`src/rtl/ram_access_arbiter.sv`:
```
`default_nettype none
// ============================================================================
//  Module      : ram_access_arbiter
//  Description : Front-end for a 1W/2R RAM. Round-robin shares the write port
//                between clients A and B, gives each client a registered read
//                port with write-first forwarding, and zero-fills the RAM after
//                reset or on request.
//  Revision    : 1.0 - initial release
// ============================================================================
module ram_access_arbiter #(
    parameter int ADDR_WIDTH = 12,
    parameter int DATA_WIDTH = 8
) (
    input  logic                  clk,
    input  logic                  reset,

    input  logic                  clear_req,
    output logic                  busy,

    input  logic                  wr_req_a,
    input  logic [ADDR_WIDTH-1:0] wr_addr_a,
    input  logic [DATA_WIDTH-1:0] wr_data_a,
    output logic                  wr_gnt_a,

    input  logic                  wr_req_b,
    input  logic [ADDR_WIDTH-1:0] wr_addr_b,
    input  logic [DATA_WIDTH-1:0] wr_data_b,
    output logic                  wr_gnt_b,

    input  logic                  rd_req_a,
    input  logic [ADDR_WIDTH-1:0] rd_addr_a,
    output logic                  rd_valid_a,
    output logic [DATA_WIDTH-1:0] rd_data_a,

    input  logic                  rd_req_b,
    input  logic [ADDR_WIDTH-1:0] rd_addr_b,
    output logic                  rd_valid_b,
    output logic [DATA_WIDTH-1:0] rd_data_b,

    output logic                  ram_we,
    output logic [ADDR_WIDTH-1:0] ram_write_addr,
    output logic [DATA_WIDTH-1:0] ram_write_data,
    output logic [ADDR_WIDTH-1:0] ram_read_addr_1,
    output logic [ADDR_WIDTH-1:0] ram_read_addr_2,
    input  logic [DATA_WIDTH-1:0] ram_read_data_1,
    input  logic [DATA_WIDTH-1:0] ram_read_data_2
);

    typedef enum logic [0:0] {
        ST_CLEAR = 1'b0,
        ST_RUN   = 1'b1
    } state_t;

    localparam logic [ADDR_WIDTH-1:0] C_ADDR_LAST = '1;
    localparam logic                  C_PTR_A     = 1'b0;

    state_t                  r_state;
    state_t                  w_state_nxt;
    logic [ADDR_WIDTH-1:0]   r_clr_cnt;
    logic [ADDR_WIDTH-1:0]   w_clr_cnt_nxt;
    logic                    r_rr_ptr;
    logic                    w_rr_ptr_nxt;

    logic                    w_gnt_a;
    logic                    w_gnt_b;
    logic                    w_we;
    logic [ADDR_WIDTH-1:0]   w_waddr;
    logic [DATA_WIDTH-1:0]   w_wdata;

    logic                    w_run;
    logic                    w_rd_en_a;
    logic                    w_rd_en_b;
    logic                    w_fwd_a;
    logic                    w_fwd_b;
    logic [DATA_WIDTH-1:0]   w_rd_next_a;
    logic [DATA_WIDTH-1:0]   w_rd_next_b;

    logic                    r_rd_valid_a;
    logic                    r_rd_valid_b;
    logic [DATA_WIDTH-1:0]   r_rd_data_a;
    logic [DATA_WIDTH-1:0]   r_rd_data_b;

    // ------------------------------------------------------------------
    // Control state register
    // ------------------------------------------------------------------
    always_ff @(posedge clk) begin
        if (reset) begin
            r_state   <= ST_CLEAR;
            r_clr_cnt <= '0;
            r_rr_ptr  <= C_PTR_A;
        end else begin
            r_state   <= w_state_nxt;
            r_clr_cnt <= w_clr_cnt_nxt;
            r_rr_ptr  <= w_rr_ptr_nxt;
        end
    end

    // ------------------------------------------------------------------
    // Next-state, fill sequencing and write arbitration
    // ------------------------------------------------------------------
    always_comb begin
        w_state_nxt   = r_state;
        w_clr_cnt_nxt = r_clr_cnt;
        w_rr_ptr_nxt  = r_rr_ptr;
        w_gnt_a       = 1'b0;
        w_gnt_b       = 1'b0;
        w_we          = 1'b0;
        w_waddr       = '0;
        w_wdata       = '0;

        case (r_state)
            ST_CLEAR: begin
                w_we          = 1'b1;
                w_waddr       = r_clr_cnt;
                w_clr_cnt_nxt = r_clr_cnt + 1'b1;
                if (r_clr_cnt == C_ADDR_LAST) begin
                    w_state_nxt = ST_RUN;
                end
            end

            ST_RUN: begin
                if (clear_req) begin
                    // The clear request owns this cycle: no write may slip in.
                    w_state_nxt   = ST_CLEAR;
                    w_clr_cnt_nxt = '0;
                end else begin
                    if (wr_req_a && wr_req_b) begin
                        // Pointer only advances when it actually decided a contest.
                        w_gnt_a      = (r_rr_ptr == C_PTR_A);
                        w_gnt_b      = (r_rr_ptr != C_PTR_A);
                        w_rr_ptr_nxt = ~r_rr_ptr;
                    end else begin
                        w_gnt_a = wr_req_a;
                        w_gnt_b = wr_req_b;
                    end

                    if (w_gnt_a) begin
                        w_we    = 1'b1;
                        w_waddr = wr_addr_a;
                        w_wdata = wr_data_a;
                    end else if (w_gnt_b) begin
                        w_we    = 1'b1;
                        w_waddr = wr_addr_b;
                        w_wdata = wr_data_b;
                    end
                end
            end

            default: begin
                w_state_nxt   = ST_CLEAR;
                w_clr_cnt_nxt = '0;
            end
        endcase
    end

    // ------------------------------------------------------------------
    // Read paths (write-first forwarding against this cycle's write)
    // ------------------------------------------------------------------
    assign w_run       = (r_state == ST_RUN);
    assign w_rd_en_a   = w_run && rd_req_a;
    assign w_rd_en_b   = w_run && rd_req_b;
    assign w_fwd_a     = w_we && (w_waddr == rd_addr_a);
    assign w_fwd_b     = w_we && (w_waddr == rd_addr_b);
    assign w_rd_next_a = w_fwd_a ? w_wdata : ram_read_data_1;
    assign w_rd_next_b = w_fwd_b ? w_wdata : ram_read_data_2;

    always_ff @(posedge clk) begin
        if (reset) begin
            r_rd_valid_a <= 1'b0;
            r_rd_valid_b <= 1'b0;
            r_rd_data_a  <= '0;
            r_rd_data_b  <= '0;
        end else begin
            r_rd_valid_a <= w_rd_en_a;
            r_rd_valid_b <= w_rd_en_b;
            // Data holds between reads so a consumer may sample late.
            if (w_rd_en_a) begin
                r_rd_data_a <= w_rd_next_a;
            end
            if (w_rd_en_b) begin
                r_rd_data_b <= w_rd_next_b;
            end
        end
    end

    // ------------------------------------------------------------------
    // Output drive
    // ------------------------------------------------------------------
    assign busy            = (r_state == ST_CLEAR);
    assign wr_gnt_a        = w_gnt_a;
    assign wr_gnt_b        = w_gnt_b;

    assign ram_we          = w_we;
    assign ram_write_addr  = w_waddr;
    assign ram_write_data  = w_wdata;
    assign ram_read_addr_1 = rd_addr_a;
    assign ram_read_addr_2 = rd_addr_b;

    assign rd_valid_a      = r_rd_valid_a;
    assign rd_valid_b      = r_rd_valid_b;
    assign rd_data_a       = r_rd_data_a;
    assign rd_data_b       = r_rd_data_b;

endmodule
`default_nettype wire

```
`config.mk`:
```
export PLATFORM = sky130hd
export DESIGN_NAME = ram_access_arbiter
export DESIGN_NICKNAME = d
export VERILOG_FILES = /design/src/rtl/ram_access_arbiter.sv
export SDC_FILE = /design/constraint.sdc
export NUM_CORES = 1
export LEC_CHECK = 0
export CAP_MARGIN = 30
export CORE_ASPECT_RATIO = 0.9
export CORE_UTILIZATION = 40
export DETAILED_ROUTE_END_ITERATION = 8
export PLACE_DENSITY = 0.88
export REMOVE_ABC_BUFFERS = 1
export SYNTH_ARGS = -nofsm -noshare
export SYNTH_HDL_FRONTEND = slang
export SYNTH_SLANG_ARGS = --single-unit
```
`constraint.sdc`:
```
create_clock -name clk -period 3.6 [get_ports clk]
set_input_delay 0.72 -clock clk [delete_from_list [all_inputs] [get_ports clk]]
set_output_delay 0.72 -clock clk [all_outputs]
set_load 0.01 [all_outputs]
```
Word-level counts from Yosys, hierarchy flattened --
Index checks and enable logic that the tools add are counted.
Storage, ports and cells: bits of input ports 87, bits in registers 32
Operators by class: add/subtract/negate cells 1, reductions and logical operators 6, muxes and demuxes 29, eq/ne operators 4, bitwise logic cells 3
Operators with widths (count):
- two-way mux 12 bit | 4
- two-way mux 8 bit | 6
- one-hot mux 12 bit (2 select lines) | 2
- == test 12 bit | 2
- two-way mux 1 bit | 15
- adder 12 x 1 -> 12 bit, second input constant | 1
- == test 12 bit, second input constant | 1
- logical AND 1 bit | 5
- one-hot mux 1 bit (2 select lines) | 2
- NOT 1 bit | 3
- AND reduction 3 bit | 1
- inequality test 2 bit, second input constant | 1

Longest topological paths before layout --
depth after elaboration 11, depth in mapped cells 11, mapped depth without buffers 8

Worst setup path before layout --
OpenSTA, ideal clock, no wires.
path kind input -> register, start point input port clear_req, end point register r_rd_data_b[0], in the netlist rd_data_b[0], cell stages on the path 9, slack 0.911 ns, data required time 3.527 ns, setup time 0.073 ns, arrival 2.616 ns, path through and3b_4 > buf_6 > and3_4 > or4_4 > a22oi_2 > nand4b_4 > or2_0 > buf_6 > o211ai_2
Between the ends: word-level cells in the longest chain between the ends 5, elaborated cells on any way between the ends 9, those cells by class eq/ne (1); mux (7); reduce/logical (1)
RTL lines:
- start, declared | RTL line 17 | input logic clear_req,
- two-way mux 12 bit | RTL line 122 | if (clear_req) begin
- one-hot mux 12 bit (2 select lines) | RTL line 111 | case (r_state)
- == test 12 bit | RTL line 163 | assign w_fwd_b = w_we && (w_waddr == rd_addr_b);
- logical AND 1 bit | RTL line 163
- two-way mux 8 bit * | RTL line 165 | assign w_rd_next_b = w_fwd_b ? w_wdata : ram_read_data_2;
- end signal, assigned | RTL line 181 | r_rd_data_b <= w_rd_next_b;
- end, declared | RTL line 81 | logic [DATA_WIDTH-1:0] r_rd_data_b;
Every way passes the cells marked *; elsewhere a longest branch is shown, timed or not. A chain may end at the register's enable or synchronous reset.

Worst setup path in the final report --
start point input port clear_req, end point output port ram_write_data[3]
Between the ends: word-level cells in the longest chain between the ends 2
RTL lines:
- two-way mux 8 bit | RTL line 122
- two-way mux 8 bit | RTL line 111
- end, declared | RTL line 42 | output logic [DATA_WIDTH-1:0] ram_write_data,
No other way between the ends.

==> impl_metrics.env <==
export IMPL_drt_pass1_iter_count=5
export IMPL_p_leak_uw=0.00154
export IMPL_cts_clk_slew_worst_paths_ns=0.06
export IMPL_synth_compound_area_share_pct=27.8
export IMPL_grt_pass1_vias=2835
export IMPL_clock_insertion_delay_worst_skew_ns=0.29
export IMPL_timing_setup_critical_path_class="in2out"
export IMPL_synth_cell_types=60
export IMPL_synth_simple_gate_area_share_pct=29.2
export IMPL_finalSetupViolations=0
export IMPL_hold_ws_ns=0.482
export IMPL_worstPathMaxFanout=13
export IMPL_tritoncts_sink_count=32
export IMPL_worst_hold_path_type="reg2reg"
export IMPL_synth_area_leader_cell="sky130_fd_sc_hd__dfxtp_1"
export IMPL_synth_mux_area_share_pct=1.77
export IMPL_synth_ff_latch_count=32
export IMPL_post_synth_inst_count=316
export IMPL_post_cts_buffers=0
export IMPL_power_ir_vdd_worst_mv=0.179
export IMPL_critical_path_slowest_cell="sky130_fd_sc_hd__clkdlybuf4s50_1"
export IMPL_wire_length_of_the_first_global_routing_pass_microns=14100
export IMPL_finalWirelength_microns=9360
export IMPL_dp_hpwl_microns=7600
export IMPL_pre_cts_ws_ns=0.0786
export IMPL_maxUsedRoutingLayer="met4"
export IMPL_detail_route_iter0_violations=122
export IMPL_wl_met2_microns=4560
export IMPL_met3_length_microns=893
export IMPL_post_synth_edffs=0
export IMPL_initial_utilization_pct=41.5
export IMPL_timing_final_hold_violations=0
export IMPL_routed_wire_per_std_cell_microns=17.5
export IMPL_final_non_filler_cell_total=536
export IMPL_gp_routability_congestion=0.989
export IMPL_critPathRequiredTime_ns=2.88
export IMPL_timing_worst_slew_pin_value_ns=1.03
export IMPL_yosys_cell_count_top_type="sky130_fd_sc_hd__nand2_1"
export IMPL_setup_repair_after_global_routing_missed_its_margin="no"
export IMPL_synth_xor_area_share_pct=4.14
export IMPL_cts_inserted_buffers=5
export IMPL_flow_area_growth_from_synthesis_pct=62.2
export IMPL_layout_filler_cells=496
export IMPL_synth_area_top_cells="sky130_fd_sc_hd__dfxtp_1 25%, sky130_fd_sc_hd__nand2_1 7.2%, sky130_fd_sc_hd__buf_4 7.1%"
export IMPL_critical_path_top_delay_family="buffers and inverters"
export IMPL_tritoncts_clock_tree="yes"
export IMPL_synthesis_yosys_warnings=0
export IMPL_synth_top_flop_cell="sky130_fd_sc_hd__dfxtp_1"
export IMPL_slew_limit_headroom_pct=31.0
export IMPL_synth_area_sq_mm=0.00254
export IMPL_sequential_to_total_area_share_from_yosys_stat_pct=25.2
export IMPL_antennaDiodeCount=0
export IMPL_critical_path_cell_chain="clkdlybuf4s50_1 -> and3b_4 -> and2_1 -> a22o_1 -> clkdlybuf4s50_1"
export IMPL_vias_after_detailed_routing=3078
export IMPL_die_w_microns=86.0
export IMPL_number_of_instances_in_the_placed_design=528
export IMPL_worst_ep_arrival_time_ns=2.80
export IMPL_pin_count_of_the_biggest_net_entering_global_routing=18
export IMPL_number_of_cell_rows=27
export IMPL_layout_setup_ws_ns=0.0844
export IMPL_cp_start_kind="input port"
export IMPL_fin_total_pwr_uw=950
export IMPL_dieArea_sq_mm=0.00667
export IMPL_dominant_combinational_cell_family_by_area_after_synthesis="simple AND/OR/NAND/NOR gates"
export IMPL_powerDensity_mw_per_mm2=230
export IMPL_cts_root_buf="sky130_fd_sc_hd__clkbuf_8"
export IMPL_placement_io_buffers=152
export IMPL_grt_antenna_before_repair=0
export IMPL_ctsHoldBuffers=0
export IMPL_pin_count=153
export IMPL_crit_path_end_kind="output port"
export IMPL_timing_fmax_mhz=284
export IMPL_cap_violations=0
export IMPL_met1_length_microns=3640
export IMPL_coreArea_sq_mm=0.00611
export IMPL_syn_avg_cell_area_sq_um=8.04
export IMPL_clock_tree_buffer_depth=2
export IMPL_run_status="completed"
export IMPL_grtUsageTotal_pct=27.4
export IMPL_nets=536
export IMPL_global_route_overflow_total=0
export IMPL_synth_top_cells_by_count="49 x sky130_fd_sc_hd__nand2_1, 32 x sky130_fd_sc_hd__dfxtp_1, 24 x sky130_fd_sc_hd__buf_4"
export IMPL_die_y_microns=77.6
export IMPL_cts_htree_levels=2
export IMPL_synth_async_sr_flop_share_pct=0
export IMPL_critPathMaxStageDelay_ns=0.55
export IMPL_cts_resized=0
export IMPL_yosys_area_share_adder_pct=0.493
export IMPL_tns_ns=0
export IMPL_fin_skew_ns=0.00824
export IMPL_remaining_drc_errors=0
export IMPL_antenna_nets_post_route=0
export IMPL_period_share_pct=97.7
export IMPL_viasPerCell=5.74
export IMPL_synth_top_cell_area_share_pct=25.2
export IMPL_critPathBufInv=2
export IMPL_fin_crit_ns=3.52
export IMPL_cpMostUsedCell="sky130_fd_sc_hd__clkdlybuf4s50_1"
export IMPL_timing_max_transition_violations_final=0
export IMPL_layout_drive_gt1_share_pct=10.2
-- power breakdown --
| part | total (uW) | internal [uW] | leakage (uW) | switching, uW |
|---|---|---|---|---|
| logic | 212 | 138 | 0.00122 | 74.8 |
| registers | 361 | 357 | 0.000258 | 4.07 |
| clock network | 376 | 244 | 0.0000645 | 132 |
-- per-stage QoR --
step,utilization [%],cell area [sq um]
floorplan,-,2270
global route,67.4,4120
global placement,65.3,3990
CTS,67.4,4120
finish,67.4,4120
detailed placement,65.3,3990
-- worst min-delay path, stage by stage, from the launching register on --
cell and delay (ns):
sky130_fd_sc_hd__dfxtp_1 0.33, sky130_fd_sc_hd__nand2_1 0.07, sky130_fd_sc_hd__o211ai_2 0.06
-- final timing paths --
| path | startpoint | slack (ns) | end | cells after the start |
|---|---|---|---|---|
| worst max-delay path | clear_req | 0.08 | ram_write_data[3] | 5 |
| worst min-delay path | rd_data_b[6] | 0.48 | rd_data_b[6] | 2 |
| worst max register to register | r_state | 0.61 | rd_data_a[3] | 9 |
| worst min register to register | rd_data_b[6] | 0.48 | rd_data_b[6] | 2 |
-- cells by family after synthesis --
family                   Yosys count
AO/OA/AOI/OAI                     88
XOR/XNOR                          12
adder cells (fa/ha/maj)            1
buffers and inverters             44
flip-flops                        32
multiplexers                       4
AND/OR/NAND/NOR                  135
-- flip-flops by register name, indices dropped and copies added (netlist names) --
name,flops
r_state,1
r_rr_ptr,1
r_clr_cnt,12
rd_valid_a,1
rd_data_a,8
rd_valid_b,1
rd_data_b,8
-- area by class of cell --
class / count / area, sq um / share of cell area (%)
timing repair buffer: 165 / 1620 / 39.3
inverter: 4 / 15.0 / 0.364
sequential: 32 / 641 / 15.5
clock buffer: 7 / 96.3 / 2.34
clock inverter: 1 / 30.0 / 0.729
multi-input combinational: 240 / 1610 / 39.1
tap: 87 / 109 / 2.64
-- cells in the final DEF (no fill, tap or decap), types with 2 or more instances in the layout --
cell | Yosys | routed
sky130_fd_sc_hd__clkdlybuf4s50_1 | 0 | 152
sky130_fd_sc_hd__nand2_1 | 49 | 49
sky130_fd_sc_hd__dfxtp_1 | 32 | 32
sky130_fd_sc_hd__nor2_1 | 19 | 19
sky130_fd_sc_hd__o211ai_1 | 16 | 16
sky130_fd_sc_hd__and3_1 | 15 | 15
sky130_fd_sc_hd__buf_4 | 24 | 13
sky130_fd_sc_hd__xnor2_1 | 10 | 10
sky130_fd_sc_hd__nand3_1 | 9 | 9
sky130_fd_sc_hd__a21oi_1 | 9 | 9
sky130_fd_sc_hd__a22o_1 | 8 | 8
sky130_fd_sc_hd__o211ai_2 | 8 | 8
sky130_fd_sc_hd__o311ai_0 | 8 | 8
sky130_fd_sc_hd__or3_1 | 7 | 7
sky130_fd_sc_hd__clkbuf_8 | 0 | 7
sky130_fd_sc_hd__o21ai_0 | 6 | 6
sky130_fd_sc_hd__and2b_1 | 5 | 5
sky130_fd_sc_hd__o31ai_1 | 5 | 5
sky130_fd_sc_hd__a22oi_1 | 5 | 5
sky130_fd_sc_hd__a32oi_1 | 4 | 4
sky130_fd_sc_hd__a31oi_1 | 4 | 4
sky130_fd_sc_hd__or4_1 | 4 | 4
sky130_fd_sc_hd__mux2_2 | 4 | 4
sky130_fd_sc_hd__inv_1 | 3 | 3
sky130_fd_sc_hd__nand4_1 | 3 | 3
sky130_fd_sc_hd__nand2b_1 | 2 | 2
sky130_fd_sc_hd__and3b_4 | 2 | 2
sky130_fd_sc_hd__a32o_1 | 2 | 2
sky130_fd_sc_hd__or2_1 | 2 | 2
sky130_fd_sc_hd__and3_4 | 2 | 2
sky130_fd_sc_hd__o21a_1 | 2 | 2
sky130_fd_sc_hd__nand3b_1 | 2 | 2
sky130_fd_sc_hd__o22a_1 | 2 | 2
sky130_fd_sc_hd__xor2_1 | 2 | 2
-- routing by layer --
layer,vias to the layer above,global-route usage (%)
met3,24,5.64
met5,-,0
met2,178,48.7
met1,1444,32.2
li1,1432,-
met4,0,10.3
(Power assumes the default switching activity.)
